--- config.mk ---
export PLATFORM = sky130hd
export DESIGN_NAME = multi_ch_tsic_ctrl_flat
export DESIGN_NICKNAME = d
export VERILOG_FILES = /design/src/rtl/multi_ch_tsic_ctrl_if.sv /design/src/rtl/multi_ch_tsic_ctrl.sv /design/src/flat_wrapper.sv
export SDC_FILE = /design/constraint.sdc
export NUM_CORES = 1
export LEC_CHECK = 0
export CAP_MARGIN = 40
export CORE_ASPECT_RATIO = 0.6
export CORE_MARGIN = 5
export CORE_UTILIZATION = 60
export DETAILED_ROUTE_END_ITERATION = 12
export DONT_BUFFER_PORTS = 1
export PLACE_DENSITY_LB_ADDON = 0.3
export SLEW_MARGIN = 5
export SYNTH_ARGS = -nofsm -noshare
export SYNTH_HDL_FRONTEND = slang
export SYNTH_SLANG_ARGS = --single-unit
--- constraint.sdc ---
create_clock -name clk -period 11 [get_ports clk]
set_input_delay 1.65 -clock clk [delete_from_list [all_inputs] [get_ports clk]]
set_output_delay 1.65 -clock clk [all_outputs]
set_load 0.01 [all_outputs]
--- src/rtl/multi_ch_tsic_ctrl_if.sv ---
// Bus bundle between the TSIC controller, serial_comm and the channel-muxed PTAT A2D.
// The master side is the host/A2D environment; the slave side is the controller.
interface multi_ch_tsic_ctrl_if #(
  parameter int A2D_W = 12
);
  logic             cmd_rdy;
  logic [15:0]      cmd;
  logic             trmt;
  logic [15:0]      tx_data;
  logic             strt;
  logic [1:0]       a2d_ch;
  logic             cmplt;
  logic [A2D_W-1:0] a2d;
  logic             busy;
  logic             cmd_drop;

  modport master (
    output cmd_rdy, cmd, cmplt, a2d,
    input  trmt, tx_data, strt, a2d_ch, busy, cmd_drop
  );

  modport slave (
    input  cmd_rdy, cmd, cmplt, a2d,
    output trmt, tx_data, strt, a2d_ch, busy, cmd_drop
  );
endinterface

--- src/rtl/multi_ch_tsic_ctrl.sv ---
// Multi-channel temperature-sensor controller: command decode, oversampled A2D conversion,
// per-channel gain/offset calibration with saturation, conversion timeout.
module multi_ch_tsic_ctrl #(
    parameter int NUM_CH   = 4,
    parameter int A2D_W    = 12,
    parameter int AVG_LOG2 = 2,
    parameter int TIMEOUT  = 4095
) (
    input logic                 clk,
    input logic                 rst,
    multi_ch_tsic_ctrl_if.slave bus
);
    localparam int ACC_W  = A2D_W + AVG_LOG2;
    localparam int PROD_W = A2D_W + 12;
    localparam int SUM_W  = A2D_W + 6;
    localparam int TMR_W  = $clog2(TIMEOUT + 1);
    localparam logic [4:0] LAST_SMP = 5'((1 << AVG_LOG2) - 1);

    typedef enum logic [2:0] {IDLE, STRT, WAIT, MUL, SAT, XMIT} state_t;
    typedef enum logic [1:0] {OP_WR_OFF, OP_WR_GAIN, OP_CONV, OP_RD_LAST} op_t;

    typedef struct packed {
        op_t        op;
        logic [1:0] ch;
        logic [11:0] data;
    } cmd_t;

    state_t              state, state_n;
    cmd_t                cmd;
    logic                ch_ok;
    logic                ld_tx;
    logic [15:0]         tx_n, tx_q;
    logic                cmd_drop_q;
    logic [1:0]          ch_q;
    logic [4:0]          cnt;
    logic [TMR_W-1:0]    timer;
    logic [ACC_W-1:0]    acc;
    logic [PROD_W-1:0]   prod_q;
    logic [11:0]         gain     [4];
    logic [11:0]         offset   [4];
    logic [11:0]         last_res [4];
    logic signed [SUM_W-1:0] sum;
    logic [A2D_W-1:0]    clamped;
    logic [11:0]         res;

    assign cmd   = cmd_t'(bus.cmd);
    assign ch_ok = 32'(cmd.ch) < NUM_CH;

    // Calibration: drop the 8 fractional gain bits, add signed offset, saturate to A2D range.
    always_comb begin
        sum = $signed({2'b00, prod_q[PROD_W-1:8]})
            + $signed({{(SUM_W-12){offset[ch_q][11]}}, offset[ch_q]});
        if (sum[SUM_W-1])
            clamped = '0;
        else if (|sum[SUM_W-2:A2D_W])
            clamped = '1;
        else
            clamped = sum[A2D_W-1:0];
        res = 12'(clamped);
    end

    always_comb begin
        state_n = state;
        ld_tx   = 1'b0;
        tx_n    = tx_q;
        unique case (state)
            IDLE: if (bus.cmd_rdy) begin
                if (cmd.op == OP_CONV || cmd.op == OP_RD_LAST) begin
                    if (!ch_ok) begin
                        state_n = XMIT;
                        ld_tx   = 1'b1;
                        tx_n    = {1'b1, 1'b0, cmd.ch, 12'hFFF};
                    end else if (cmd.op == OP_CONV) begin
                        state_n = STRT;
                    end else begin
                        state_n = XMIT;
                        ld_tx   = 1'b1;
                        tx_n    = {1'b0, 1'b0, cmd.ch, last_res[cmd.ch]};
                    end
                end
            end
            STRT: state_n = WAIT;
            // A cmplt landing on the timeout cycle is still accepted.
            WAIT: if (bus.cmplt) begin
                state_n = (cnt == LAST_SMP) ? MUL : STRT;
            end else if (timer == TMR_W'(TIMEOUT - 1)) begin
                state_n = XMIT;
                ld_tx   = 1'b1;
                tx_n    = {1'b1, 1'b0, ch_q, 12'hFFF};
            end
            MUL: state_n = SAT;
            SAT: begin
                state_n = XMIT;
                ld_tx   = 1'b1;
                tx_n    = {1'b0, 1'b0, ch_q, res};
            end
            XMIT: state_n = IDLE;
            default: state_n = IDLE;
        endcase
    end

    always_ff @(posedge clk) begin
        if (rst) begin
            state      <= IDLE;
            tx_q       <= '0;
            cmd_drop_q <= 1'b0;
            ch_q       <= '0;
            cnt        <= '0;
            timer      <= '0;
            acc        <= '0;
            prod_q     <= '0;
            for (int i = 0; i < 4; i++) begin
                gain[i]     <= 12'h100;
                offset[i]   <= '0;
                last_res[i] <= '0;
            end
        end else begin
            state      <= state_n;
            cmd_drop_q <= bus.cmd_rdy && (state != IDLE);
            if (ld_tx) tx_q <= tx_n;
            if (state == IDLE && bus.cmd_rdy && ch_ok) begin
                if (cmd.op == OP_WR_OFF)  offset[cmd.ch] <= cmd.data;
                if (cmd.op == OP_WR_GAIN) gain[cmd.ch]   <= cmd.data;
                if (cmd.op == OP_CONV) begin
                    ch_q <= cmd.ch;
                    cnt  <= '0;
                    acc  <= '0;
                end
            end
            // timer counts cycles since the strt pulse
            if (state == STRT) timer <= TMR_W'(1);
            else if (state == WAIT) timer <= timer + 1'b1;
            if (state == WAIT && bus.cmplt) begin
                acc <= acc + ACC_W'(bus.a2d);
                cnt <= cnt + 1'b1;
            end
            if (state == MUL)
                prod_q <= PROD_W'(acc[ACC_W-1:AVG_LOG2]) * PROD_W'(gain[ch_q]);
            // RD_LAST rewrites the same value; error results never reach last_res.
            if (state == XMIT && !tx_q[15])
                last_res[tx_q[13:12]] <= tx_q[11:0];
        end
    end

    assign bus.trmt     = (state == XMIT);
    assign bus.strt     = (state == STRT);
    assign bus.busy     = (state != IDLE);
    assign bus.tx_data  = tx_q;
    assign bus.a2d_ch   = ch_q;
    assign bus.cmd_drop = cmd_drop_q;
endmodule

--- src/flat_wrapper.sv ---
// flat-port wrapper written by rule: the top's interface ports become plain ports
module multi_ch_tsic_ctrl_flat 
#(
    parameter int NUM_CH   = 4,
    parameter int A2D_W    = 12,
    parameter int AVG_LOG2 = 2,
    parameter int TIMEOUT  = 4095
)
  (clk, rst, bus_cmd_rdy, bus_cmd, bus_cmplt, bus_a2d, bus_trmt, bus_tx_data, bus_strt, bus_a2d_ch, bus_busy, bus_cmd_drop);
  multi_ch_tsic_ctrl_if #(.A2D_W(A2D_W)) bus_i ();
  input logic clk;
  input logic rst;
  input wire logic [$bits(bus_i.cmd_rdy)-1:0] bus_cmd_rdy;
  input wire logic [$bits(bus_i.cmd)-1:0] bus_cmd;
  input wire logic [$bits(bus_i.cmplt)-1:0] bus_cmplt;
  input wire logic [$bits(bus_i.a2d)-1:0] bus_a2d;
  output wire logic [$bits(bus_i.trmt)-1:0] bus_trmt;
  output wire logic [$bits(bus_i.tx_data)-1:0] bus_tx_data;
  output wire logic [$bits(bus_i.strt)-1:0] bus_strt;
  output wire logic [$bits(bus_i.a2d_ch)-1:0] bus_a2d_ch;
  output wire logic [$bits(bus_i.busy)-1:0] bus_busy;
  output wire logic [$bits(bus_i.cmd_drop)-1:0] bus_cmd_drop;
  assign bus_i.cmd_rdy = bus_cmd_rdy;
  assign bus_i.cmd = bus_cmd;
  assign bus_i.cmplt = bus_cmplt;
  assign bus_i.a2d = bus_a2d;
  assign bus_trmt = bus_i.trmt;
  assign bus_tx_data = bus_i.tx_data;
  assign bus_strt = bus_i.strt;
  assign bus_a2d_ch = bus_i.a2d_ch;
  assign bus_busy = bus_i.busy;
  assign bus_cmd_drop = bus_i.cmd_drop;
  multi_ch_tsic_ctrl #(.NUM_CH(NUM_CH), .A2D_W(A2D_W), .AVG_LOG2(AVG_LOG2), .TIMEOUT(TIMEOUT)) u_core (.clk(clk), .rst(rst), .bus(bus_i));
endmodule
-- After elaboration in Yosys (flattened, before gate mapping)
Memories as Yosys holds them, arrays and structs flattened. A register that Yosys moved wholly into a read port is not among the register bits.
Index checks and enable logic that the tools add are counted.
- logic and storage cells: 110
- memories: 3
- register bits after elaboration: 77
- bits in writable memories: 144
- bits of input ports: 32
- output and inout bits: 22
- reduce and logical (&&, ||, !) cells: 22
- equality and inequality tests: 16
- mux-type cells: 55
- $mul: 1
- add/subtract/negate cells: 4
- memory list (name ; words ; bits a word ; read ports ; clocked after Yosys merged registers in ; wr ports ; RTL line ; RTL):
    u_core.gain ; 4 ; 12 ; 1 ; 1 ; 4 ; multi_ch_tsic_ctrl.sv:39 ; logic [11:0] gain [4];
    u_core.last_res ; 4 ; 12 ; 1 ; 0 ; 4 ; multi_ch_tsic_ctrl.sv:41 ; logic [11:0] last_res [4];
    u_core.offset ; 4 ; 12 ; 1 ; 1 ; 4 ; multi_ch_tsic_ctrl.sv:40 ; logic [11:0] offset [4];
- operators with widths (cell ; count):
    two-way mux 16 bit ; 5
    two-way mux 12 bit ; 5
    case mux 16 bit (3 select lines) ; 1
    two-way mux 14 bit ; 3
    OR reduction 12 bit ; 3
    multiplier 12 x 12 -> 24 bit ; 1
    two-way mux 1 bit ; 23
    adder 17 x 12 -> 18 bit ; 1
    two-way mux 2 bit ; 8
    two-way mux 3 bit ; 5
    two-way mux 5 bit ; 3
    case mux 3 bit (5 select lines) ; 1
    adder 14 x 12 -> 14 bit ; 1
    adder 12 x 1 -> 12 bit (second input constant) ; 1
    equality test 12 bit (second input constant) ; 1
    AND reduction 7 bit ; 1
    equality test 3 x 2 -> 1 bit (second input constant) ; 2
    equality test 3 bit (second input constant) ; 2
    inequality test 2 bit (second input constant) ; 3
    nonzero test 2 bit ; 3
    nonzero test 3 bit ; 2
    adder 5 x 1 -> 5 bit (second input constant) ; 1
    equality test 5 x 2 -> 1 bit (second input constant) ; 1
    OR reduction 5 bit ; 1
    14 further kinds ; 20

-- Longest topological paths before layout
Gate-level depths: netlist of the first run.
- word-level depth: 7
- gate-level depth with buffers: 25
- gate-level depth less buffers: 22

-- Worst setup path after synthesis of the first run
OpenSTA, ideal clock, no wires.
- path type: reg-to-reg
- start point: reg (tool-made name)
- end point: reg u_core.prod_q[20]
- arrival: 6018 ps
- path buffers: 3
- setup time: 128 ps
- clock period less this slack: 6146 ps
- path slack: 4854 ps
- stages on the path, launching flop included: 24
- data required time: 10872 ps
- path through: dfxtp_1 > buf_4 > buf_2 > mux4_2 > clkbuf_1 > and2_1 > fa_1 > inv_1 > fa_1 > inv_1 > fa_1 > fa_1 > inv_1 > fa_1 > inv_1 > ha_1 > a21oi_1 > o21ai_0 > nor3_4 > a31oi_1 > a311o_1 > and3_1 > a21oi_1 > nor2_1
- RTL lines (element ; RTL line ; RTL):
    end signal, assigned ; multi_ch_tsic_ctrl.sv:138 ; prod_q <= PROD_W'(acc[ACC_W-1:AVG_LOG2]) * PROD_W'(gain[ch_q]);
    end, declared ; multi_ch_tsic_ctrl.sv:38 ; logic [PROD_W-1:0] prod_q;

==> results of run 1 <==
worst max path at each step:
stage / from / end / slack [ns] / cells after the start
3_3_place_gp: flip-flop / u_core.prod_q[20] / 4.60 / 21
5_1_grt: flip-flop / u_core.prod_q[16] / 4.05 / 21
6_report: flip-flop / u_core.prod_q[16] / 4.44 / 21
2_1_floorplan: flip-flop / u_core.prod_q[20] / 4.85 / 23
3_5_place_dp: flip-flop / u_core.prod_q[16] / 4.45 / 21
4_1_cts: flip-flop / u_core.prod_q[16] / 4.45 / 21
where the power goes:
| part | total (uW) | internal [uW] | switching (uW) |
|---|---|---|---|
| Sequential | 919 | 888 | 30.7 |
| Clock | 712 | 402 | 310 |
| Combinational | 180 | 66.7 | 113 |
registers in the layout (all words and copies together), names as in the netlist, named ones only:
register	flops
u_core.timer	12
u_core.bus.cmd_drop	1
u_core.gain	48
u_core.state	3
u_core.acc	14
u_core.bus.tx_data	15
u_core.prod_q	16
u_core.offset	48
u_core.cnt	5
u_core.last_res	48
u_core.bus.a2d_ch	2
layout by cell type (no fill, tap or decap), types with 4 or more instances in the layout:
cell and n:
nand3_1 12, nor2b_1 10, nand2_1 151, ha_1 90, xor2_1 21, clkbuf_1 4
inv_1 134, edfxtp_1 144, a21o_1 11, a31oi_1 11, nor3b_1 4, o21ai_0 27
nor2_1 65, a211oi_1 12, nand2b_1 5, buf_4 15, o31ai_1 4, a21oi_1 49
clkinv_2 7, a22oi_1 10, fa_1 101, nor3_1 19, and3_1 20, and2_1 191
or2_2 13, or3_1 9, clkbuf_16 21, mux4_2 36, dfxtp_1 70, nand4_1 7
o221ai_1 7, xnor2_1 26
per-stage QoR:
stage / std cells / instance area (sq um) / power [uW] / util [%]
6_report: 1698 / 15800 / 1810 / 64.9
5_1_grt: 1698 / 15800 / 1880 / 64.9
4_1_cts: 1698 / 15800 / 1820 / 64.9
3_5_place_dp: 1660 / 15100 / 1110 / 62.2
3_3_place_gp: 1659 / 15100 / 1110 / 62.1
2_1_floorplan: 1393 / 14800 / 1060 / -
layout make-up:
| class | count | area (sq um) |
|---|---|---|
| sequential | 214 | 5730 |
| clock inverter | 13 | 128 |
| inverter | 135 | 507 |
| fill | 1863 | 8520 |
| tap | 322 | 403 |
| timing repair buffer | 15 | 113 |
| clock buffer | 25 | 541 |
| multi-input combinational | 974 | 8340 |
critical path: stages (launching register included):
cell and delay (ns):
dfxtp_1 0.32, buf_4 0.41, mux4_2 0.70, and2_1 0.23
fa_1 0.53, inv_1 0.05, fa_1 0.48, inv_1 0.06
fa_1 0.51, fa_1 0.55, inv_1 0.06, fa_1 0.53
inv_1 0.04, ha_1 0.34, a21oi_1 0.16, o21ai_0 0.17
nor3_4 0.34, a21oi_2 0.14, a21o_1 0.21, a21oi_1 0.20
nor4_1 0.07, a311o_1 0.33
layer usage:
metal  track usage, %  wire (um)  vias to the layer above
li1                 -          -                     4677
met1             39.9      16100                     5105
met2             33.6      14200                      379
met3             5.97       3040                       44
met4             4.87        596                        0
met5                0          0                        -
cells by family after synthesis:
logic type / after synthesis / synth area share [%]
and+or+nand+nor: 519 / 18.3
muxes: 41 / 5.82
DFF: 214 / 38.6
other: 1 / 0.0253
adders and majority gates: 191 / 21.2
buffers and inverters: 205 / 5.27
AOI/OAI and AO/OA: 175 / 8.00
xor gates and xnor gates: 47 / 2.78
==> results.yml, run 1 <==
sta:
  final.period_utilization_pct: 59.7
  slew_headroom_pct: 38.5
  max_freq_ghz: 0.152
  final.setup.tns_ns: 0
  worst_slack_ns: 4.44
  finalHoldViolCount: 0
  setup_violations: 0
  slew_violations: 0
  min_period_ns: 6.56
  fin_hold_ws_ns: 0.454
  fin_skew_ns: 0.0124
  rsz0062_at_grt: "false"
  worstMarginPinSlew_ns: 0.918
synthesis:
  yosysUniqueCellTypes: 70
  avgSynthCellArea_sq_um: 10.6
  synth_top_area_share_pct: 29.1
  yosys-top-cells-count: "191 x and2_1, 151 x nand2_1, 144 x edfxtp_1"
  syn_inst: 1393
  ys_ff_latch: 214
  synth_edf_count: 144
  synth.area.top_cells: "edfxtp_1 29%, fa_1 14%, dfxtp_1 9.4%"
  async_flop_share_pct: 0
  syn_nets: 1616
  synth_area_sq_mm: 0.0148
  ys.flop_type: "edfxtp_1"
  synth.most_common_cell: "and2_1"
  synth_area_leader_cell: "edfxtp_1"
  synth-warning-count: 0
  seq_area_frac_synth_pct: 38.6
clock_tree:
  ctsRootBufferMaster: "clkbuf_16"
  cts_setup_buffers: 0
  clk-insertion-delay-late_ns: 0.51
  htreeDepth: 1
  cts_resized: 0
  clkTransAtPathRegs_ns: 0.07
  clockBufferDepth: 3
  cts_sinks: 214
  cts_hold_buffers: 0
  numCtsBuffers: 21
  cts_tree: "built"
floorplan:
  die_y_um: 132
  core-area_sq_mm: 0.0243
  initial_core_util_pct: 61.1
  die_w_um: 213
  core.rowCount: 44
  die_area_sq_mm: 0.0281
  ioPinCount: 54
final_layout:
  num_antenna_cells: 0
  syn_to_final_growth_pct: 6.24
  drive_above_1_share_pct: 8.43
  fin_nets: 1584
drt:
  via_per_inst: 6.01
  vias: 10200
  drtPass1Iterations: 5
  wl_per_cell_um: 20.0
  wirelength_mm: 34.0
  ant_nets: 0
  drtIter0Drc: 975
  drc: 0
critical_path:
  critPathKind: "flip-flop to flip-flop"
  r2r_cells: 21
  crit_path_max_fanout: 24
  crit_path_start_kind: "flip-flop"
  r2r-end: "u_core.prod_q[16]"
  worstPathRequired_ns: 11.40
  worstPathArrival_ns: 6.96
  worstSetupEndpointType: "flip-flop"
  r2r_slack_ns: 4.44
place:
  numPortBuffers: 0
  hpwl_mm: 25.4
  gp_congestion: 0.916
  dpl_worst_slack_ns: 4.45
grt:
  grt_pass1_wl_mm: 54.9
  track_usage_pct: 24.6
  grt_overflow: 0
  antenna_found_initial: 0
  grt_pass1_vias: 9905
  grt_max_degree: 55
power_and_ir_drop:
  power.density_mw_per_mm2: 115
  ir_worst_vdd_uv: 140
  p_leak_uw: 0.00687
worst_hold_path:
  holdPathStages: 2
  worstHoldEndpoint: "u_core.prod_q[12]"
  min_from: "u_core.prod_q[12]"
  hold_path.class: "flip-flop to flip-flop"
job:
  maxCapViolations: 0
status:
  outcome: "completed"
No activity file was read; power rests on OpenSTA's default activity.
==> run 2, diff against run 1 <==
==> constraint.sdc (replaced) <==
create_clock -name clk -period 6.76 [get_ports clk]
set_input_delay 1.014 -clock clk [delete_from_list [all_inputs] [get_ports clk]]
set_output_delay 1.014 -clock clk [all_outputs]
set_load 0.01 [all_outputs]
==> run 2 against run 1 <==
Non-clock buffer count rose by 9. Via count rose by 0.80%. Final area rose by 0.12%. Largest cell class unchanged. Setup slack got worse by 4.1 ns. Largest power group unchanged. Wire length rose by 2.9%. Hold slack barely moved. Fmax rose by 2.5%. Sequential share of layout area barely moved. Die area did not move. Combinational power rose by 64%. Clock skew rose by 0.00098 ns. Highest routed layer unchanged. Count of clock-buffer cells in the layout rose by 2.
==> results.yml, run 2 (synthesized netlist as in run 1, its figures left out) <==
status:
  outcome: "completed"
clock_tree:
  cts_setup_buffers: 0
  htreeDepth: 1
  ctsRootBufferMaster: "clkbuf_16"
  clkTransAtPathRegs_ns: 0.06
  cts_resized: 0
  cts_sinks: 214
  numCtsBuffers: 21
  clk-insertion-delay-late_ns: 0.51
  cts_tree: "built"
  cts_hold_buffers: 0
  clockBufferDepth: 3
final_layout:
  final.fill_count: 1836
  utilization_pct: 65.0
  final_common_cell: "and2_1"
  top_regs: "u_core.gain: 48 flops, u_core.last_res: 48 flops, u_core.offset: 48 flops"
  layout_common_cells: "191 x and2_1, 151 x nand2_1, 144 x edfxtp_1"
  fin_nets: 1593
  num_antenna_cells: 0
  syn_to_final_growth_pct: 6.37
  drive_above_1_share_pct: 8.74
sta:
  fin_skew_ns: 0.0134
  finalHoldViolCount: 0
  worstMarginPinSlew_ns: 0.881
  rsz0062_at_grt: "false"
  slew_violations: 0
  slew_headroom_pct: 41.2
  max_freq_ghz: 0.156
  setup_violations: 0
  fin_hold_ws_ns: 0.454
  final.setup.tns_ns: 0
  min_period_ns: 6.40
  final.period_utilization_pct: 94.7
critical_path:
  crit_path_max_fanout: 13
  critPathKind: "flip-flop to flip-flop"
  worstPathRequired_ns: 7.16
  worstPathArrival_ns: 6.80
  worstSetupEndpointType: "flip-flop"
  crit_path_start_kind: "flip-flop"
floorplan:
  initial_core_util_pct: 61.1
  die_w_um: 213
  core.rowCount: 44
  ioPinCount: 54
  die_y_um: 132
  die_area_sq_mm: 0.0281
  core-area_sq_mm: 0.0243
power_and_ir_drop:
  power.density_mw_per_mm2: 182
  netSwitchingFraction_pct: 25.8
  ir_worst_vdd_uv: 219
  p_total_uw: 2880
  p_seq_share_pct: 52.0
  pwr-share-comb_pct: 10.3
  power.share.clock_pct: 37.7
  p_leak_uw: 0.00688
  intPower_uw: 2130
  p_switching_uw: 742
place:
  gp_congestion: 0.900
  hpwl_mm: 26.2
  numPortBuffers: 0
drt:
  wirelength_mm: 34.9
  vias: 10300
  wl_per_cell_um: 20.5
  drc: 0
  drtPass1Iterations: 5
  ant_nets: 0
  drtIter0Drc: 1058
  via_per_inst: 6.03
grt:
  grt_pass1_wl_mm: 56.1
  track_usage_pct: 25.1
  antenna_found_initial: 0
  grt_pass1_vias: 10100
  grt_overflow: 0
  grt_max_degree: 55
job:
  maxCapViolations: 0
worst_hold_path:
  hold_path.class: "flip-flop to flip-flop"
[run 2: changes by cell type in the layout (fill, tap and decap cells not counted), moves of 2 or more]
cell        change
bufinv_16       -2
clkbuf_1        +2
clkinv_2        -3
clkinvlp_4      +2
buf_4           +8
[run 2: layout make-up]
class / instances / area [sq um] / area share [%]
flip-flops and latches: 214 / 5730 / 36.3
well taps: 322 / 403 / 2.55
multi-input cells: 974 / 8340 / 52.9
clock buffers: 27 / 548 / 3.47
repair buffers: 24 / 193 / 1.22
clock inverters: 11 / 63.8 / 0.404
inverters: 135 / 507 / 3.21
[run 2: through the flow]
step	std cells	setup slack [ns]	area (sq um)
after floorplan	1393	0.614	14800
after global placement	1668	0.526	15200
after detailed placement	1669	0.417	15200
after CTS	1707	0.366	15800
after global routing	1707	0.0513	15800
final	1707	0.356	15800
[run 2: power groups by stage]
stage	clock network, uW	logic [uW]	registers, uW
after CTS	1100	293	1500
after detailed placement	0	290	1520
after global placement	0	282	1520
final	1080	296	1500
after floorplan	0	229	1500
after global routing	1160	323	1500
[run 2: worst max-delay path: stages, from the launching register on]
cell	delay, ns
dfxtp_1	0.33
buf_4	0.26
mux4_2	0.69
and2_1	0.23
fa_1	0.48
inv_1	0.05
fa_1	0.48
inv_1	0.07
fa_1	0.50
fa_1	0.54
inv_1	0.05
fa_1	0.54
inv_1	0.05
ha_1	0.34
a21oi_1	0.17
o21ai_0	0.17
nor3_4	0.36
a31oi_1	0.21
a311o_1	0.39
and3_1	0.18
a21oi_1	0.14
nor2_1	0.07
[run 2: worst paths after layout]
path / from / endpoint / slack, ns / cells past startpoint
worst max-delay path: flip-flop / u_core.prod_q[20] / 0.36 / 21
worst min-delay path: u_core.prod_q[19] / u_core.prod_q[19] / 0.45 / 2
worst max register to register: flip-flop / u_core.prod_q[20] / 0.36 / 21
worst min register to register: u_core.prod_q[19] / u_core.prod_q[19] / 0.45 / 2
[run 2: per-layer routing]
metal | part of all wire (%) | GRT usage (%) | vias up | routed length, um
met3 | 8.8 | 5.18 | 39 | 3060
li1 | - | - | 4691 | -
met1 | 47 | 40.3 | 5153 | 16300
met4 | 1.3 | 3.52 | 0 | 439
met5 | 0 | 0 | - | 0
met2 | 43 | 36.3 | 404 | 15100
